==> src/rtl/node_adder_tree_if.sv <==
// ---------------------------------------------------------------------------
// node_adder_tree_if
// Groups the operand-side and result-side valid/ready handshake of
// node_adder_tree.
//   in_valid  : producer -> tree, operand vector on `a` is valid
//   in_ready  : tree -> producer, vector is accepted this cycle
//   a         : producer -> tree, packed operands, operand i = a[i*WORD_WIDTH +: WORD_WIDTH]
//   out_valid : tree -> consumer, `y` holds a valid sum
//   out_ready : consumer -> tree, `y` is consumed this cycle
//   y         : tree -> consumer, full-precision sum (WORD_WIDTH+log2(NUM_INPUTS) bits)
// Modport slave is the tree's view. Modport master is the environment's view
// (producer and consumer together).
// ---------------------------------------------------------------------------
interface node_adder_tree_if #(
   parameter int WORD_WIDTH = 8,
   parameter int NUM_INPUTS = 8
);
   localparam int LEVELS    = $clog2(NUM_INPUTS);
   localparam int OUT_WIDTH = WORD_WIDTH + LEVELS;

   logic                             in_valid;
   logic                             in_ready;
   logic [NUM_INPUTS*WORD_WIDTH-1:0] a;
   logic                             out_valid;
   logic                             out_ready;
   logic [OUT_WIDTH-1:0]             y;

   modport slave  (input  in_valid, a, out_ready,
                   output in_ready, out_valid, y);
   modport master (output in_valid, a, out_ready,
                   input  in_ready, out_valid, y);
endinterface

==> src/rtl/node_adder_tree.sv <==
// ---------------------------------------------------------------------------
// node_adder_tree
// Pipelined reduction adder. It sums NUM_INPUTS unsigned WORD_WIDTH-bit
// operands into one full-precision result. There is one register stage per
// tree level, so the latency is LEVELS = log2(NUM_INPUTS) cycles. With
// out_ready held high the throughput is one vector per clock.
// Ports:
//   clk   : single clock, rising edge
//   reset : asynchronous, active-high; clears every data and valid register
//   io    : node_adder_tree_if.slave (in_valid/in_ready/a, out_valid/out_ready/y)
// The whole pipe advances together whenever the output slot is empty or is
// being consumed. Bubbles travel through it as holes.
// ---------------------------------------------------------------------------
module node_adder_tree #(
   parameter int WORD_WIDTH = 8,
   parameter int NUM_INPUTS = 8
) (
   input  logic                 clk,
   input  logic                 reset,
   node_adder_tree_if.slave     io
);
   localparam int LEVELS = $clog2(NUM_INPUTS);

   logic adv;

   // The global advance depends only on the output register and out_ready.
   // No path runs from a or in_valid to any output.
   always_comb begin
      adv = !io.out_valid || io.out_ready;
   end

   assign io.in_ready = adv;

   for (genvar l = 1; l <= LEVELS; l++) begin : g_lvl
      localparam int IW = WORD_WIDTH + l - 1;   // node input width at this level
      localparam int OW = IW + 1;               // node output width, carry-out kept
      localparam int N  = NUM_INPUTS >> l;      // node count at this level

      logic [2*N*IW-1:0] src;
      logic              src_vld;
      logic [N*OW-1:0]   sum_d;
      logic [N*OW-1:0]   sum_q;
      logic              vld_d;
      logic              vld_q;

      // Two-input ripple node. The carry out of the top bit becomes the
      // extra result bit, so nothing can overflow at any level.
      function automatic logic [OW-1:0] ripple_add(input logic [IW-1:0] x,
                                                   input logic [IW-1:0] z);
         logic [OW-1:0] s;
         logic          c;
         c = 1'b0;
         s = '0;
         for (int b = 0; b < IW; b++) begin
            s[b] = x[b] ^ z[b] ^ c;
            c    = (x[b] & z[b]) | (c & (x[b] ^ z[b]));
         end
         s[IW] = c;
         return s;
      endfunction

      // Level 1 reads the raw operands. Deeper levels read the registers
      // one level down.
      if (l == 1) begin : g_src_in
         assign src     = io.a;
         assign src_vld = io.in_valid;
      end else begin : g_src_prev
         assign src     = g_lvl[l-1].sum_q;
         assign src_vld = g_lvl[l-1].vld_q;
      end

      always_comb begin
         sum_d = sum_q;
         vld_d = vld_q;
         if (adv) begin
            vld_d = src_vld;
            for (int j = 0; j < N; j++) begin
               sum_d[j*OW +: OW] = ripple_add(src[(2*j)*IW +: IW],
                                              src[(2*j+1)*IW +: IW]);
            end
         end
      end

      // stage boundary: level l register
      always_ff @(posedge clk or posedge reset) begin
         if (reset) begin
            sum_q <= '0;
            vld_q <= 1'b0;
         end else begin
            sum_q <= sum_d;
            vld_q <= vld_d;
         end
      end
   end

   assign io.out_valid = g_lvl[LEVELS].vld_q;
   assign io.y         = g_lvl[LEVELS].sum_q;

endmodule

==> src/flat_wrapper.sv <==
// flat-port wrapper written by rule: the top's interface ports become plain ports
module node_adder_tree_flat 
#(
   parameter int WORD_WIDTH = 8,
   parameter int NUM_INPUTS = 8
)
  (clk, reset, io_in_valid, io_a, io_out_ready, io_in_ready, io_out_valid, io_y);
  node_adder_tree_if #(.WORD_WIDTH(WORD_WIDTH), .NUM_INPUTS(NUM_INPUTS)) io_i ();
  input  logic clk;
  input  logic reset;
  input wire logic [$bits(io_i.in_valid)-1:0] io_in_valid;
  input wire logic [$bits(io_i.a)-1:0] io_a;
  input wire logic [$bits(io_i.out_ready)-1:0] io_out_ready;
  output wire logic [$bits(io_i.in_ready)-1:0] io_in_ready;
  output wire logic [$bits(io_i.out_valid)-1:0] io_out_valid;
  output wire logic [$bits(io_i.y)-1:0] io_y;
  assign io_i.in_valid = io_in_valid;
  assign io_i.a = io_a;
  assign io_i.out_ready = io_out_ready;
  assign io_in_ready = io_i.in_ready;
  assign io_out_valid = io_i.out_valid;
  assign io_y = io_i.y;
  node_adder_tree #(.WORD_WIDTH(WORD_WIDTH), .NUM_INPUTS(NUM_INPUTS)) u_core (.clk(clk), .reset(reset), .io(io_i));
endmodule
==> config.mk <==
export PLATFORM = sky130hd
export DESIGN_NAME = node_adder_tree_flat
export DESIGN_NICKNAME = d
export VERILOG_FILES = /design/src/rtl/node_adder_tree_if.sv /design/src/rtl/node_adder_tree.sv /design/src/flat_wrapper.sv
export SDC_FILE = /design/constraint.sdc
export NUM_CORES = 1
export LEC_CHECK = 0
export BUFFER_PORTS_ARGS = -buffer_cell sky130_fd_sc_hd__buf_2
export CAP_MARGIN = 20
export CORE_MARGIN = 5
export CORE_UTILIZATION = 45
export CTS_CLUSTER_SIZE = 25
export DETAILED_ROUTE_END_ITERATION = 10
export PLACE_DENSITY = 0.7
export REMOVE_ABC_BUFFERS = 1
export SYNTH_ARGS = -nofsm -noshare
export SYNTH_HDL_FRONTEND = slang
export SYNTH_SLANG_ARGS = --single-unit
==> constraint.sdc <==
create_clock -name clk -period 5.8 [get_ports clk]
set_input_delay 0.58 -clock clk [delete_from_list [all_inputs] [get_ports clk]]
set_output_delay 0.58 -clock clk [all_outputs]
set_load 0.1 [all_outputs]
Word level (Yosys, flattened, before mapping)
Cells that the tools add are included.
{"block": "word_totals", "word_cells": 287, "out_inout_bits": 13, "regBits": 70}
{"block": "op_classes", "n_bitwise": 279, "reduce_logical": 2}
{"op": "bitwise AND 1 bit", "n": 113}
{"op": "XOR 1 bit", "n": 113}
{"op": "bitwise OR 1 bit", "n": 53}
{"op": "logical NOT 1 bit", "n": 1}
{"op": "logical OR 1 bit", "n": 1}

Depth between registers and ports, before layout
{"block": "depth", "ltp_word": 19, "depth_mapped": 12, "ltp_nobuf": 12}

Worst setup path after synthesis
OpenSTA, ideal clock, no wires.
{"block": "synth_path", "kind": "reg-to-reg", "start": "register u_core.g_lvl[2].sum_q[0]", "end": "register u_core.g_lvl[3].sum_q[9] (netlist: u_core.io.y[9])", "setup_slack_ns": 1.004, "synth_period_minus_slack_ns": 4.796, "t_arrival_ns": 4.715, "stages_incl_launch_ff": 13, "path_cell_list": "dfrtp_1 -> ha_1 -> fa_1 -> fa_1 -> fa_1 -> fa_1 -> fa_1 -> fa_1 -> fa_1 -> fa_1 -> inv_1 -> fa_1 -> a21oi_1"}
{"block": "synth_via", "elab_chain_len": 18}
{"element": "start: declaration", "line": "node_adder_tree.sv:42", "text": "logic [N*OW-1:0] sum_q;"}
{"element": "start signal: assignment", "line": "node_adder_tree.sv:90", "text": "sum_q <= sum_d;"}
{"element": "bitwise AND 1 bit (2 in series)", "line": "node_adder_tree.sv:56", "text": "c = (x[b] & z[b]) | (c & (x[b] ^ z[b]));"}
{"element": "bitwise OR 1 bit", "line": "node_adder_tree.sv:56"}
{"element": "bitwise AND 1 bit", "line": "node_adder_tree.sv:56"}
{"element": "bitwise OR 1 bit", "line": "node_adder_tree.sv:56"}
{"element": "bitwise AND 1 bit", "line": "node_adder_tree.sv:56"}
{"element": "bitwise OR 1 bit", "line": "node_adder_tree.sv:56"}
{"element": "bitwise AND 1 bit", "line": "node_adder_tree.sv:56"}
{"element": "bitwise OR 1 bit", "line": "node_adder_tree.sv:56"}
{"element": "bitwise AND 1 bit", "line": "node_adder_tree.sv:56"}
{"element": "bitwise OR 1 bit", "line": "node_adder_tree.sv:56"}
{"element": "bitwise AND 1 bit", "line": "node_adder_tree.sv:56"}
{"element": "bitwise OR 1 bit", "line": "node_adder_tree.sv:56"}
{"element": "bitwise AND 1 bit", "line": "node_adder_tree.sv:56"}
{"element": "bitwise OR 1 bit", "line": "node_adder_tree.sv:56"}
{"element": "bitwise AND 1 bit", "line": "node_adder_tree.sv:56"}
{"element": "bitwise OR 1 bit", "line": "node_adder_tree.sv:56"}
{"element": "XOR 1 bit", "line": "node_adder_tree.sv:55", "text": "s[b] = x[b] ^ z[b] ^ c;"}
{"element": "end signal: assignment", "line": "node_adder_tree.sv:90"}
{"element": "end: declaration", "line": "node_adder_tree.sv:42"}
No other way between the ends.
A chain may end at the register's enable or synchronous reset.

Worst setup path in the final report
Ends and elaborated chain as after synthesis.

==> reports/qor.yml <==
pwr:
  swShare: 0.403
  power.density_nw_per_um2: 529
  power.switching_w: 0.00101
  internal-power_w: 0.00149
  p_clk_frac: 0.143
  irDropWorstVdd_uv: 480
  pwr-share-comb: 0.521
  p_leak_nw: 2.34
  seq_power_share: 0.335
  design_power_total_w: 0.00250
placement:
  io_buffers: 80
  post-place-ws_ns: 0.816
  gp_congestion: 0.771
  hpwl_um: 5030
logic_synthesis:
  yosysWarnings: 0
  yosysSeqAreaShare: 0.423
  ys_top_cells_by_area: "dfrtp_1, fa_1, mux2_4, buf_12, ha_1"
  yosysUniqueCellTypes: 14
  ys_ff_latch: 70
  synth_top_cell_area_share: 0.423
  synth_top_area_cell: "dfrtp_1"
  netlist_area_sq_um: 4140
  synthCells: 240
  avgSynthCellArea_sq_um: 17.3
global_routing:
  met3_usage: 0.0437
  grt_first_pass_wirelength_um: 12000
  grtUsageMet1: 0.180
  antenna_found_initial: 0
  grt_pass1_vias: 2497
  grt_max_degree: 71
  busiest_layer: "met2"
  grt_overflow: 0
  grtUsageTotal: 0.136
  met2_usage: 0.218
floorplan:
  die_h_um: 106
  dieArea_sq_um: 11200
  rows: 35
  ios: 81
  die_w_um: 106
  core_sq_um: 9110
  start_util: 0.455
sta:
  drv_slew: 0
  setup_ws_ns: 0.864
  maxSlewHeadroom: 0.410
  setup_viol: 0
  worstMarginPinSlew_ns: 0.885
  rsz0062_at_grt: "no"
  fin_skew_ns: 0.0100
  max_freq_mhz: 203
  fin_crit_sh: 0.851
  whs_ns: 0.467
  hold_viol_final: 0
  tns_ns: 0
  min_period_ns: 4.94
cts:
  cts_made_buffers: 9
  cts.htree.levels: 3
  cts.sinks: 70
  cts_hold_buffers: 0
  clk_latency_ns: 0.34
  post_cts_resize_count: 0
  cts_setup_buffers: 0
  clk_path_buf_depth: 2
  root_buffer: "clkbuf_8"
  cts.clk_slew.worst_paths_ns: 0.08
  cts_tree: "done"
setup_path:
  rrSetupSlack_ns: 0.86
  arrival_ns: 5.20
  startpoint_type: "flop"
  required_ns: 6.06
  worstReg2RegStart: "u_core.g_lvl[2].sum_q[0]"
  endpoint_kind: "flop"
  path_class: "reg -> reg"
  worstPathMaxFanout: 2
  crit_start: "u_core.g_lvl[2].sum_q[0]"
final_layout:
  nFillCells: 788
  synthToLayoutAreaGrowth_pct: 14.1
  drive_above_1_share: 0.471
  fin_nets: 452
  fin_util: 0.519
  diodes: 0
detailed_routing:
  dr.pass1.iters: 3
  drtIter0Drc: 41
  avgViaCountPerCell: 4.70
  via_count: 2066
  remaining_drc_errors: 0
  wl_per_cell_um: 15.4
  wl_um: 6770
  ant_nets: 0
flow_run:
  maxCapViolCount: 0
hold_path:
  hp-class: "in -> reg"
  worstHoldStart: "io_in_valid"
outcome:
  status: "finished, final reports clean"
## through the flow
stage	instances	instance area (sq um)
3_5_place_dp	424	4540
4_1_cts	440	4720
5_1_grt	440	4720
2_1_floorplan	231	3990
3_3_place_gp	424	4540
6_report	440	4720
## flip-flops by register name, summed over array words and instances, names as in the netlist
signal and cells:
u_core.g_lvl.sum_q 56, u_core.io.y 11, u_core.g_lvl.vld_q 2, u_core.io.out_valid 1
## metal layers
layer / vias up / routed length [um]
met5: - / 0
met4: 0 / 76
met3: 8 / 390
met2: 54 / 3360
met1: 1058 / 2940
li1: 946 / -
## final cells by class
type                    instances  area, sq um  area share
inverters                      22         82.6      0.0175
flip-flops and latches         70         1750       0.371
well taps                     111          139      0.0294
clock inverters                 5         33.8     0.00715
multi-input cells             139         2150       0.455
repair buffers                 82          415      0.0879
clock buffers                  11          151      0.0320
## synthesized netlist by cell type
library cell   n
mux2_2         1
a21oi_1        8
buf_6          1
mux2i_1        6
nor3b_1        8
buf_2          1
mux2_4        54
inv_1         22
nand2b_1       1
dfrtp_1       70
nand2b_4       1
fa_1          53
ha_1           7
buf_12         7
## power by group through the flow
| stage | logic (W) | clock network [W] | registers (W) |
|---|---|---|---|
| 5_1_grt | 0.00145 | 0.000391 | 0.000865 |
| 2_1_floorplan | 0.000789 | 0 | 0.00111 |
| 3_3_place_gp | 0.00129 | 0 | 0.000838 |
| 3_5_place_dp | 0.00132 | 0 | 0.000845 |
| 6_report | 0.00130 | 0.000358 | 0.000837 |
| 4_1_cts | 0.00133 | 0.000374 | 0.000840 |
## final timing paths
check | end | cells after the start
setup / recovery | u_core.io.y[9] | 12
hold / removal | u_core.g_lvl[1].vld_q | 2
setup reg to reg | u_core.io.y[9] | 12
hold reg to reg | u_core.io.out_valid | 1
max in group asynchronous | u_core.g_lvl[1].sum_q[33] | 3
min in group asynchronous | u_core.g_lvl[1].sum_q[18] | 3
## layout by cell type, fill, tap and decap left out, types with 6 or more instances in the layout
| cell type | count |
|---|---|
| mux2i_1 | 6 |
| ha_1 | 7 |
| fa_1 | 53 |
| buf_2 | 80 |
| a21oi_1 | 8 |
| mux2_4 | 54 |
| nor3b_1 | 8 |
| dfrtp_1 | 70 |
| clkbuf_8 | 11 |
| inv_1 | 21 |
## critical path, stage by stage, from the launching register on
cell     delay, ns
dfrtp_1       0.39
ha_1          0.22
fa_1          0.45
fa_1          0.46
fa_1          0.47
fa_1          0.46
fa_1          0.46
fa_1          0.46
fa_1          0.46
fa_1          0.42
inv_1         0.09
fa_1          0.39
a21oi_1       0.13
## kinds of logic after synthesis
| kind of cell | count (synthesis) | synth area share |
|---|---|---|
| buffers and inverters | 31 | 0.0577 |
| AND/OR/NAND/NOR | 10 | 0.0193 |
| multiplexers | 61 | 0.213 |
| adder cells (fa/ha/maj) | 60 | 0.277 |
| AO/OA/AOI/OAI | 8 | 0.00967 |
| flip-flops | 70 | 0.423 |
No activity file was read; power rests on OpenSTA's default activity.
